**config.mk**
```make
export PLATFORM = sky130hd
export DESIGN_NAME = aig_mix_seq_flat
export DESIGN_NICKNAME = d
export VERILOG_FILES = /design/src/rtl/aig_mix_pkg.sv /design/src/rtl/aig_mix_seq_if.sv /design/src/rtl/aig_mix_seq.sv /design/src/flat_wrapper.sv
export SDC_FILE = /design/constraint.sdc
export NUM_CORES = 1
export LEC_CHECK = 0
export BUFFER_PORTS_ARGS = -buffer_cell sky130_fd_sc_hd__buf_2
export CAP_MARGIN = 0
export CORE_MARGIN = 10
export CORE_UTILIZATION = 45
export CTS_BUF_LIST = sky130_fd_sc_hd__clkbuf_4 sky130_fd_sc_hd__clkbuf_8
export DETAILED_ROUTE_END_ITERATION = 8
export GPL_TIMING_DRIVEN = 0
export HOLD_SLACK_MARGIN = 0.1
export PLACE_DENSITY = 0.72
export RECOVER_POWER = 50
export SLEW_MARGIN = 25
export SYNTH_ARGS = -nofsm -noshare
export SYNTH_HDL_FRONTEND = slang
export SYNTH_SLANG_ARGS = --single-unit
```
**constraint.sdc**
```tcl
create_clock -name clk -period 2.7 [get_ports clk]
set_input_delay 0.405 -clock clk [delete_from_list [all_inputs] [get_ports clk]]
set_output_delay 0.405 -clock clk [all_outputs]
set_load 0.01 [all_outputs]
```
**src/rtl/aig_mix_pkg.sv**
```systemverilog
// +----------------------------------------------------------------------------+
// | aig_mix_pkg                                                                |
// | Shared state encoding and widths for the mixed-AIG datapath sequencer.     |
// | Revision: 1.0                                                              |
// +----------------------------------------------------------------------------+
`default_nettype none

package aig_mix_pkg;

    typedef enum logic [1:0] {
        LOAD   = 2'd0,
        SETTLE = 2'd1,
        SEND0  = 2'd2,
        SEND1  = 2'd3
    } aig_mix_seq_state_e;

    localparam int AIG_MIX_IN_W      = 128;
    localparam int AIG_MIX_OUT_W     = 64;
    localparam int AIG_MIX_WORD_W    = 32;
    localparam int AIG_MIX_IN_BEATS  = 4;
    localparam int AIG_MIX_OUT_BEATS = 2;

endpackage

`default_nettype wire

```
**src/rtl/aig_mix_seq_if.sv**
```systemverilog
// +----------------------------------------------------------------------------+
// | aig_mix_seq_if                                                             |
// | One 32-bit valid/ready word stream with a last marker.                     |
// | Revision: 1.0                                                              |
// +----------------------------------------------------------------------------+
`default_nettype none

interface aig_mix_seq_if;
    import aig_mix_pkg::*;

    logic                      valid;
    logic                      ready;
    logic [AIG_MIX_WORD_W-1:0] data;
    logic                      last;

    modport master (output valid, output data, output last, input ready);
    modport slave  (input valid, input data, input last, output ready);

endinterface

`default_nettype wire

```
**src/rtl/aig_mix_seq.sv**
```systemverilog
// +----------------------------------------------------------------------------+
// | aig_mix_seq                                                                |
// | Gathers a 4-beat operand, holds it on the datapath, returns a 2-beat       |
// | result. Revision: 1.0                                                      |
// +----------------------------------------------------------------------------+
`default_nettype none

module aig_mix_seq
    import aig_mix_pkg::*;
#(
    parameter int SETTLE_CYCLES = 1
) (
    input  wire logic                     clk,
    input  wire logic                     rst_n,
    aig_mix_seq_if.slave                  s_if,
    aig_mix_seq_if.master                 m_if,
    output logic [AIG_MIX_IN_W-1:0]       mix_in,
    input  wire logic [AIG_MIX_OUT_W-1:0] mix_out,
    output logic                          err,
    input  wire logic                     err_clr,
    output logic                          busy,
    output logic [15:0]                   vec_cnt
);

    localparam logic [3:0] c_SETTLE_INIT = 4'(SETTLE_CYCLES - 1);

    aig_mix_seq_state_e        r_state;
    aig_mix_seq_state_e        w_state_nxt;
    logic [1:0]                r_beat;
    logic [3:0]                r_cnt;
    logic [AIG_MIX_IN_W-1:0]   r_mix_in;
    logic [AIG_MIX_WORD_W-1:0] r_res_hi;
    logic [AIG_MIX_WORD_W-1:0] r_m_data;
    logic                      r_m_last;
    logic                      r_err;
    logic [15:0]               r_vec_cnt;

    logic w_s_ready;
    logic w_m_valid;
    logic w_busy;
    logic w_s_hs;
    logic w_m_hs;
    logic w_last_beat;
    logic w_capture;
    logic w_err_set;

    assign w_s_hs      = s_if.valid & w_s_ready;
    assign w_m_hs      = w_m_valid & m_if.ready;
    assign w_last_beat = (r_beat == 2'd3);
    assign w_capture   = (r_state == SETTLE) && (r_cnt == 4'd0);
    // A last marker is an error exactly when it disagrees with beat 3.
    assign w_err_set   = w_s_hs & (s_if.last ^ w_last_beat);

    always_ff @(posedge clk or negedge rst_n) begin
        if (!rst_n) begin
            r_state <= LOAD;
        end else begin
            r_state <= w_state_nxt;
        end
    end

    always_comb begin
        w_state_nxt = r_state;
        case (r_state)
            LOAD:    if (w_s_hs && w_last_beat) w_state_nxt = SETTLE;
            SETTLE:  if (r_cnt == 4'd0)         w_state_nxt = SEND0;
            SEND0:   if (m_if.ready)            w_state_nxt = SEND1;
            SEND1:   if (m_if.ready)            w_state_nxt = LOAD;
            default:                            w_state_nxt = LOAD;
        endcase
    end

    always_comb begin
        w_s_ready = (r_state == LOAD);
        w_m_valid = (r_state == SEND0) || (r_state == SEND1);
        w_busy    = !((r_state == LOAD) && (r_beat == 2'd0));
    end

    always_ff @(posedge clk or negedge rst_n) begin
        if (!rst_n) begin
            r_beat    <= 2'd0;
            r_cnt     <= 4'd0;
            r_mix_in  <= '0;
            r_res_hi  <= '0;
            r_m_data  <= '0;
            r_m_last  <= 1'b0;
            r_err     <= 1'b0;
            r_vec_cnt <= 16'd0;
        end else begin
            if (w_s_hs) begin
                r_mix_in[{r_beat, 5'd0} +: AIG_MIX_WORD_W] <= s_if.data;
                // Early last abandons the partial operand; beat 3 wraps to 0.
                r_beat <= (s_if.last && !w_last_beat) ? 2'd0 : r_beat + 2'd1;
            end

            if (w_s_hs && w_last_beat) begin
                r_cnt <= c_SETTLE_INIT;
            end else if ((r_state == SETTLE) && (r_cnt != 4'd0)) begin
                r_cnt <= r_cnt - 4'd1;
            end

            if (w_capture) begin
                r_res_hi <= mix_out[AIG_MIX_OUT_W-1:AIG_MIX_WORD_W];
                r_m_data <= mix_out[AIG_MIX_WORD_W-1:0];
                r_m_last <= 1'b0;
            end else if ((r_state == SEND0) && m_if.ready) begin
                r_m_data <= r_res_hi;
                r_m_last <= 1'b1;
            end

            if ((r_state == SEND1) && w_m_hs) begin
                r_vec_cnt <= r_vec_cnt + 16'd1;
            end

            if (w_err_set) begin
                r_err <= 1'b1;
            end else if (err_clr) begin
                r_err <= 1'b0;
            end
        end
    end

    assign s_if.ready = w_s_ready;
    assign m_if.valid = w_m_valid;
    assign m_if.data  = r_m_data;
    assign m_if.last  = r_m_last;
    assign mix_in     = r_mix_in;
    assign err        = r_err;
    assign busy       = w_busy;
    assign vec_cnt    = r_vec_cnt;

endmodule

`default_nettype wire

```
**src/flat_wrapper.sv**
```systemverilog
// flat-port wrapper written by rule: the top's interface ports become plain ports
module aig_mix_seq_flat import aig_mix_pkg::*;
#(
    parameter int SETTLE_CYCLES = 1
)
  (clk, rst_n, mix_in, mix_out, err, err_clr, busy, vec_cnt, s_if_valid, s_if_data, s_if_last, s_if_ready, m_if_valid, m_if_data, m_if_last, m_if_ready);
  aig_mix_seq_if s_if_i ();
  aig_mix_seq_if m_if_i ();
  input  wire logic clk;
  input  wire logic rst_n;
  output logic [AIG_MIX_IN_W-1:0] mix_in;
  input  wire logic [AIG_MIX_OUT_W-1:0] mix_out;
  output logic err;
  input  wire logic err_clr;
  output logic busy;
  output logic [15:0] vec_cnt;
  input wire logic [$bits(s_if_i.valid)-1:0] s_if_valid;
  input wire logic [$bits(s_if_i.data)-1:0] s_if_data;
  input wire logic [$bits(s_if_i.last)-1:0] s_if_last;
  output wire logic [$bits(s_if_i.ready)-1:0] s_if_ready;
  output wire logic [$bits(m_if_i.valid)-1:0] m_if_valid;
  output wire logic [$bits(m_if_i.data)-1:0] m_if_data;
  output wire logic [$bits(m_if_i.last)-1:0] m_if_last;
  input wire logic [$bits(m_if_i.ready)-1:0] m_if_ready;
  assign s_if_i.valid = s_if_valid;
  assign s_if_i.data = s_if_data;
  assign s_if_i.last = s_if_last;
  assign s_if_ready = s_if_i.ready;
  assign m_if_valid = m_if_i.valid;
  assign m_if_data = m_if_i.data;
  assign m_if_last = m_if_i.last;
  assign m_if_i.ready = m_if_ready;
  aig_mix_seq #(.SETTLE_CYCLES(SETTLE_CYCLES)) u_core (.clk(clk), .rst_n(rst_n), .s_if(s_if_i), .m_if(m_if_i), .mix_in(mix_in), .mix_out(mix_out), .err(err), .err_clr(err_clr), .busy(busy), .vec_cnt(vec_cnt));
endmodule
```
# Word-level counts from Yosys, hierarchy flattened
# Cells that the tools add are included.
[op_classes]
n_eq_ne = 8
shifts = 2
n_addsub = 4
n_reduce_logical = 18
bitwise_logic = 4
muxes = 15
[ops]
columns = ["operator", "n"]
rows = [
  ["128-bit bitwise mux", 1],
  ["32-bit by 9-bit variable shift with 128-bit output, first input constant", 1],
  ["32-bit by 9-bit indexed part select with 128-bit output", 1],
  ["32-bit 2-to-1 mux", 2],
  ["16-bit by 1-bit adder with 16-bit output, second input constant", 1],
  ["2-bit 2-to-1 mux", 5],
  ["7-bit negator with 9-bit output", 1],
  ["4-bit 2-to-1 mux", 2],
  ["2-bit != test, second input constant", 4],
  ["2-bit case mux with 4 select lines", 1],
  ["1-bit logical AND", 7],
  ["2-bit == test, second input constant", 3],
  ["2-bit nonzero test", 3],
  ["2-bit zero test", 2],
  ["4-bit zero test", 1],
  ["1-bit 2-to-1 mux", 4],
  ["4-bit AND reduction", 1],
  ["4-bit nonzero test", 1],
  ["4-bit by 1-bit subtractor with 4-bit output, second input constant", 1],
  ["1-bit bitwise AND", 3],
  ["2-bit by 1-bit adder with 2-bit output, second input constant", 1],
  ["2-bit by 1-bit == test with 1-bit output, second input constant", 1],
  ["1-bit zero test", 2],
  ["1-bit logical OR", 1],
  ["1-bit bitwise XOR", 1],
]
[totals]
elab_cells = 60
regBits = 218
out_inout_bits = 181
input_bits = 102

# Logic depth before layout (Yosys ltp)
[logic_depth]
ltp_word = 5
ltp_mapped = 9
ltp_nobuf = 6

# Least setup slack after synthesis
# OpenSTA, ideal clock, no wires.
[synth_path]
path_type = "register to register"
startpoint = "register u_core.r_state[0]"
endpoint = "register u_core.r_mix_in[10], in the netlist u_core.mix_in[10]"
setup_time_ns = 0.065
path_buffers = 2
slack_ns = 0.797
arrival_time_ns = 1.837
required_ns = 2.635
path_stages_with_launch = 8
path_cell_list = "dfrtp_1 -> inv_1 -> ha_1 -> clkbuf_1 -> nand3_1 -> nor4b_2 -> buf_4 -> a22o_1"
[synth_via]
elab_chain_cells = 2
[synth_rtl]
columns = ["item", "line", "rtl"]
rows = [
  ["start, declared", "aig_mix_seq.sv:27", "aig_mix_seq_state_e r_state;"],
  ["start signal, assigned", "aig_mix_seq.sv:58", "r_state <= w_state_nxt;"],
  ["2-bit zero test", "aig_mix_seq.sv:74", "w_s_ready = (r_state == LOAD);"],
  ["via s_if_ready", "flat_wrapper.sv:20", "output wire logic [$bits(s_if_i.ready)-1:0] s_if_ready;"],
  ["1-bit bitwise AND", "aig_mix_seq.sv:47", "assign w_s_hs = s_if.valid & w_s_ready;"],
  ["end signal, assigned by index", "aig_mix_seq.sv:91", "r_mix_in[{r_beat, 5'd0} +: AIG_MIX_WORD_W] <= s_if.data;"],
  ["end, declared", "aig_mix_seq.sv:31", "logic [AIG_MIX_IN_W-1:0] r_mix_in;"],
]
# The timed path passes the listed nets, and every way through them passes these cells.
# A chain may end at the register's enable or synchronous reset.

# Final worst setup path
[layout_path]
startpoint = "register u_core.r_state[0]"
endpoint = "register u_core.r_mix_in[73], in the netlist u_core.mix_in[73]"
[layout_via]
elab_chain_cells = 2
[layout_rtl]
columns = ["item", "line"]
rows = [
  ["2-bit zero test", "aig_mix_seq.sv:74"],
  ["1-bit bitwise AND", "aig_mix_seq.sv:47"],
]
# Every way passes these cells.

==> run summary <==
The final-report max-slew violation count came out at 0. Once layout is done, the placed cells without fillers occupy 0.0114 mm2. At the end of the flow, the number of nets in the layout was 1113. The count of TritonRoute iterations in the first routing pass is 4. The core area is 0.0186 mm2. The arrival time of the worst setup path came out at 2.90 ns.

The cell area that synthesis handed to floorplanning was 0.00852 mm2. The final hold violation count is 0. The later pin in the worst-skew pair is clocked with a latency of 0.50 ns.

Summed over all cells, the static leakage comes to 0.00571 uW. The setup fix buffers added after clock tree synthesis came out at 0. The number of design rule violations left after detail routing is 0.

The class of the most critical setup path is reg2reg. The portion of the clock cycle consumed by the worst path in the final layout is 91.4%. Sorting the synthesized cells by how often they occur yields dfrtp_1 (218), a22o_1 (128), nand2_1 (46), o21ai_0 (35), mux2i_1 (32). The largest clock skew in the final design came out at 0.0133 ns. The largest total area in the synthesized netlist belongs to dfrtp_1. The clock edge transition at the registers on the reported setup and hold paths came out at 0.06 ns. The clock tree from TritonCTS is done. The detail route stage leaves a number of antenna-violating nets equal to 0. The net count after synthesis is 743. The post-synthesis area per instance came out at around 14 um2. The pin count of the biggest net entering global routing is 90. The worst setup path is captured at a register. The layout overhead on the synthesized area is 34.3%. The initial antenna violation count came out at 1.

The run finished with clean final reports. The post-detailed-route wirelength per cell is 20.3 um. The via count of the routed design is 6593. The sequential cell area fraction in the yosys report is 64.0%. In this run the biggest area consumer among cell types represents 64.0% of the synthesized area.

The synthesized design contains 0 enable-type register cells. The worst slew margin relative to its limit is roughly a fifth. Synthesis inferred 218 register bits. The detailed router's first-iteration violation count is 285. Across every metal layer, demand over resource in global routing totals 20.2%. The buffer cell driving the clock tree root is clkbuf_8. The largest buffer count on any clock path came out at 3. The worst path required time is 3.14 ns. By area the synthesized netlist is led by dfrtp_1 (64%), a22o_1 (13%), mux2_2 (3.8%). The number of buffer cells added on primary ports came out at 281.

The count of cell types in the netlist came out at 34. The share of synthesized registers carrying an async set or reset came out at 100%. The max-capacitance violation count came out at 0. The leading register cell type out of synthesis is dfrtp_1. The area of the die is between 0.02 and 0.025 mm2. The synthesized netlist cell count came out at 627. The cell with the most instances after synthesis is dfrtp_1.

The timing-limited maximum frequency is 405 MHz. The final weighted congestion in routability-driven placement is 0.793. The number of placement rows came out at 50. The die height is 158 um. Pin placement for this block handled 283 I/O pins. The actual transition at the worst max-transition pin came out at 1.21 ns. The die span in x is roughly 160 um. The placed instance area came out at 0.0103 mm2. The total global routing overflow is 0. The time the worst path needs with I/O delays and setup is 2.47 ns. For this design the ratio of total power to cell area is 957 mW/mm2. The peak supply drop is 551 uV.

The post-route total power came out at 10900 uW. Setup repair after global routing left no endpoint under its margin. The path class of the tightest hold or removal check is in2reg. The fraction of layout instances using a drive strength above 1 came out at a little under a quarter.

The via-per-instance ratio is 5.23. The number of diodes added for antenna fixing is 0. The CTS buffer count is 38.

The number of global-route vias before repair is 7185. The tree built by TritonCTS fans out to about 220 sinks. Once the floorplan was initialized, standard cells occupied 45.7% of the core. Yosys printed 0 warnings. The maximum fanout count along the critical path came out at 10. The worst setup path is launched from a register. The total wirelength of the detailed-routed design came out at about 26000 um. The depth of the CTS H-tree is 2. The final count of negative-setup-slack endpoints is 0. The first global-routing pass estimated 40100 um of wire. Summed over all nets, the half-perimeter wirelength after detailed placement is between 15000 and 20000 um.
-- per-layer routing --
layer	track usage, %	up-vias	wire length, um
met2	32.2	272	12000
met5	0	-	13
met1	25.1	3244	10600
met4	5.52	2	461
li1	-	3033	-
met3	7.92	42	2500
-- sequential cells by signal (all words and copies together), names as in the netlist --
signal            flops
u_core.mix_in       128
u_core.r_state        2
u_core.r_res_hi      32
u_core.m_if.last      1
u_core.r_beat         2
u_core.r_cnt          4
u_core.err            1
u_core.vec_cnt       16
u_core.m_if.data     32
-- worst max-delay path, stage by stage, from the launching register on --
cell	delay, ns
dfrtp_1	0.41
inv_1	0.13
ha_1	0.18
clkbuf_1	0.29
nand3_1	0.36
nor4_4	0.49
buf_2	0.35
a22o_1	0.17
-- kinds of logic (layout without fill, tap and decap cells) --
logic type / after synthesis / in the layout / share of synthesized area [%]
DFF: 218 / 218 / 64.0
buffers and inverters: 50 / 450 / 2.78
and+or+nand+nor: 93 / 93 / 5.49
muxes: 65 / 65 / 8.12
adders and majority gates: 14 / 14 / 2.06
AOI/OAI and AO/OA: 169 / 169 / 15.7
xor gates and xnor gates: 18 / 18 / 1.85
-- path summary, 6_finish.rpt --
check | from | to | slack [ns] | cells past startpoint
hold / removal | mix_out[4] | u_core.m_if.data[4] | 0.13 | 3
max in group asynchronous | rst_n | u_core.mix_in[72] | 0.62 | 4
setup / recovery | u_core.r_state[0] | u_core.mix_in[73] | 0.23 | 7
min in group asynchronous | rst_n | u_core.vec_cnt[13] | 0.69 | 2
hold reg to reg | u_core.vec_cnt[15] | u_core.vec_cnt[15] | 0.47 | 1
setup reg to reg | u_core.r_state[0] | u_core.mix_in[73] | 0.23 | 7
-- cell type report --
type / count / area, um2
inverters: 10 / 37.5
flip-flops and latches: 218 / 5460
clock inverters: 3 / 42.5
repair buffers: 330 / 1720
multi-input cells: 359 / 2840
fillers: 1567 / 7200
clock buffers: 67 / 860
plain buffers: 40 / 199
well taps: 234 / 293
-- placed cells by master, fill, tap and decap left out, types with 2 or more instances in the layout --
cell type        n
nor3_1           6
and4_1           2
nand2b_1         3
mux2_1           4
clkbuf_4        10
clkbuf_8        57
mux2i_1         32
o21ai_0         35
and3_1           5
nand4_1          2
buf_16           2
inv_1           10
nor2_1           9
ha_1            14
buf_2          121
mux2_2          29
clkbuf_1       190
or2_2            2
nand2_1         46
a22o_1         128
buf_4            9
xor2_1          10
a21oi_1          2
nand3_1         10
dlygate4sd3_1   47
and2_0           2
dfrtp_1        218
xnor2_1          8
-- power by group --
part | leakage [uW] | switching (uW) | internal [uW] | total [uW]
Sequential | 0.00294 | 538 | 4130 | 4670
Combinational | 0.00230 | 1630 | 1240 | 2870
Clock | 0.000474 | 1320 | 2090 | 3410
-- through the flow --
step                      TNS [ns]  cells  setup WS [ns]  util [%]  hold slack (ns)
after floorplan                  0    627          0.797         -            0.109
after global placement     -553.62   1142          -2.56      54.8            0.466
after detailed placement         0   1144          0.228      55.2            0.327
after CTS                        0   1260          0.189      62.5            0.101
after global routing             0   1261         0.0101      61.4            0.107
final                            0   1261          0.233      61.4            0.127
-- repair_timing --
action,in CTS,in global routing
setup endpoints to repair,0,29
hold buffers,46,1
gates resized for setup,0,1
hold endpoints to repair,92,1
No activity file was read; power rests on OpenSTA's default activity.
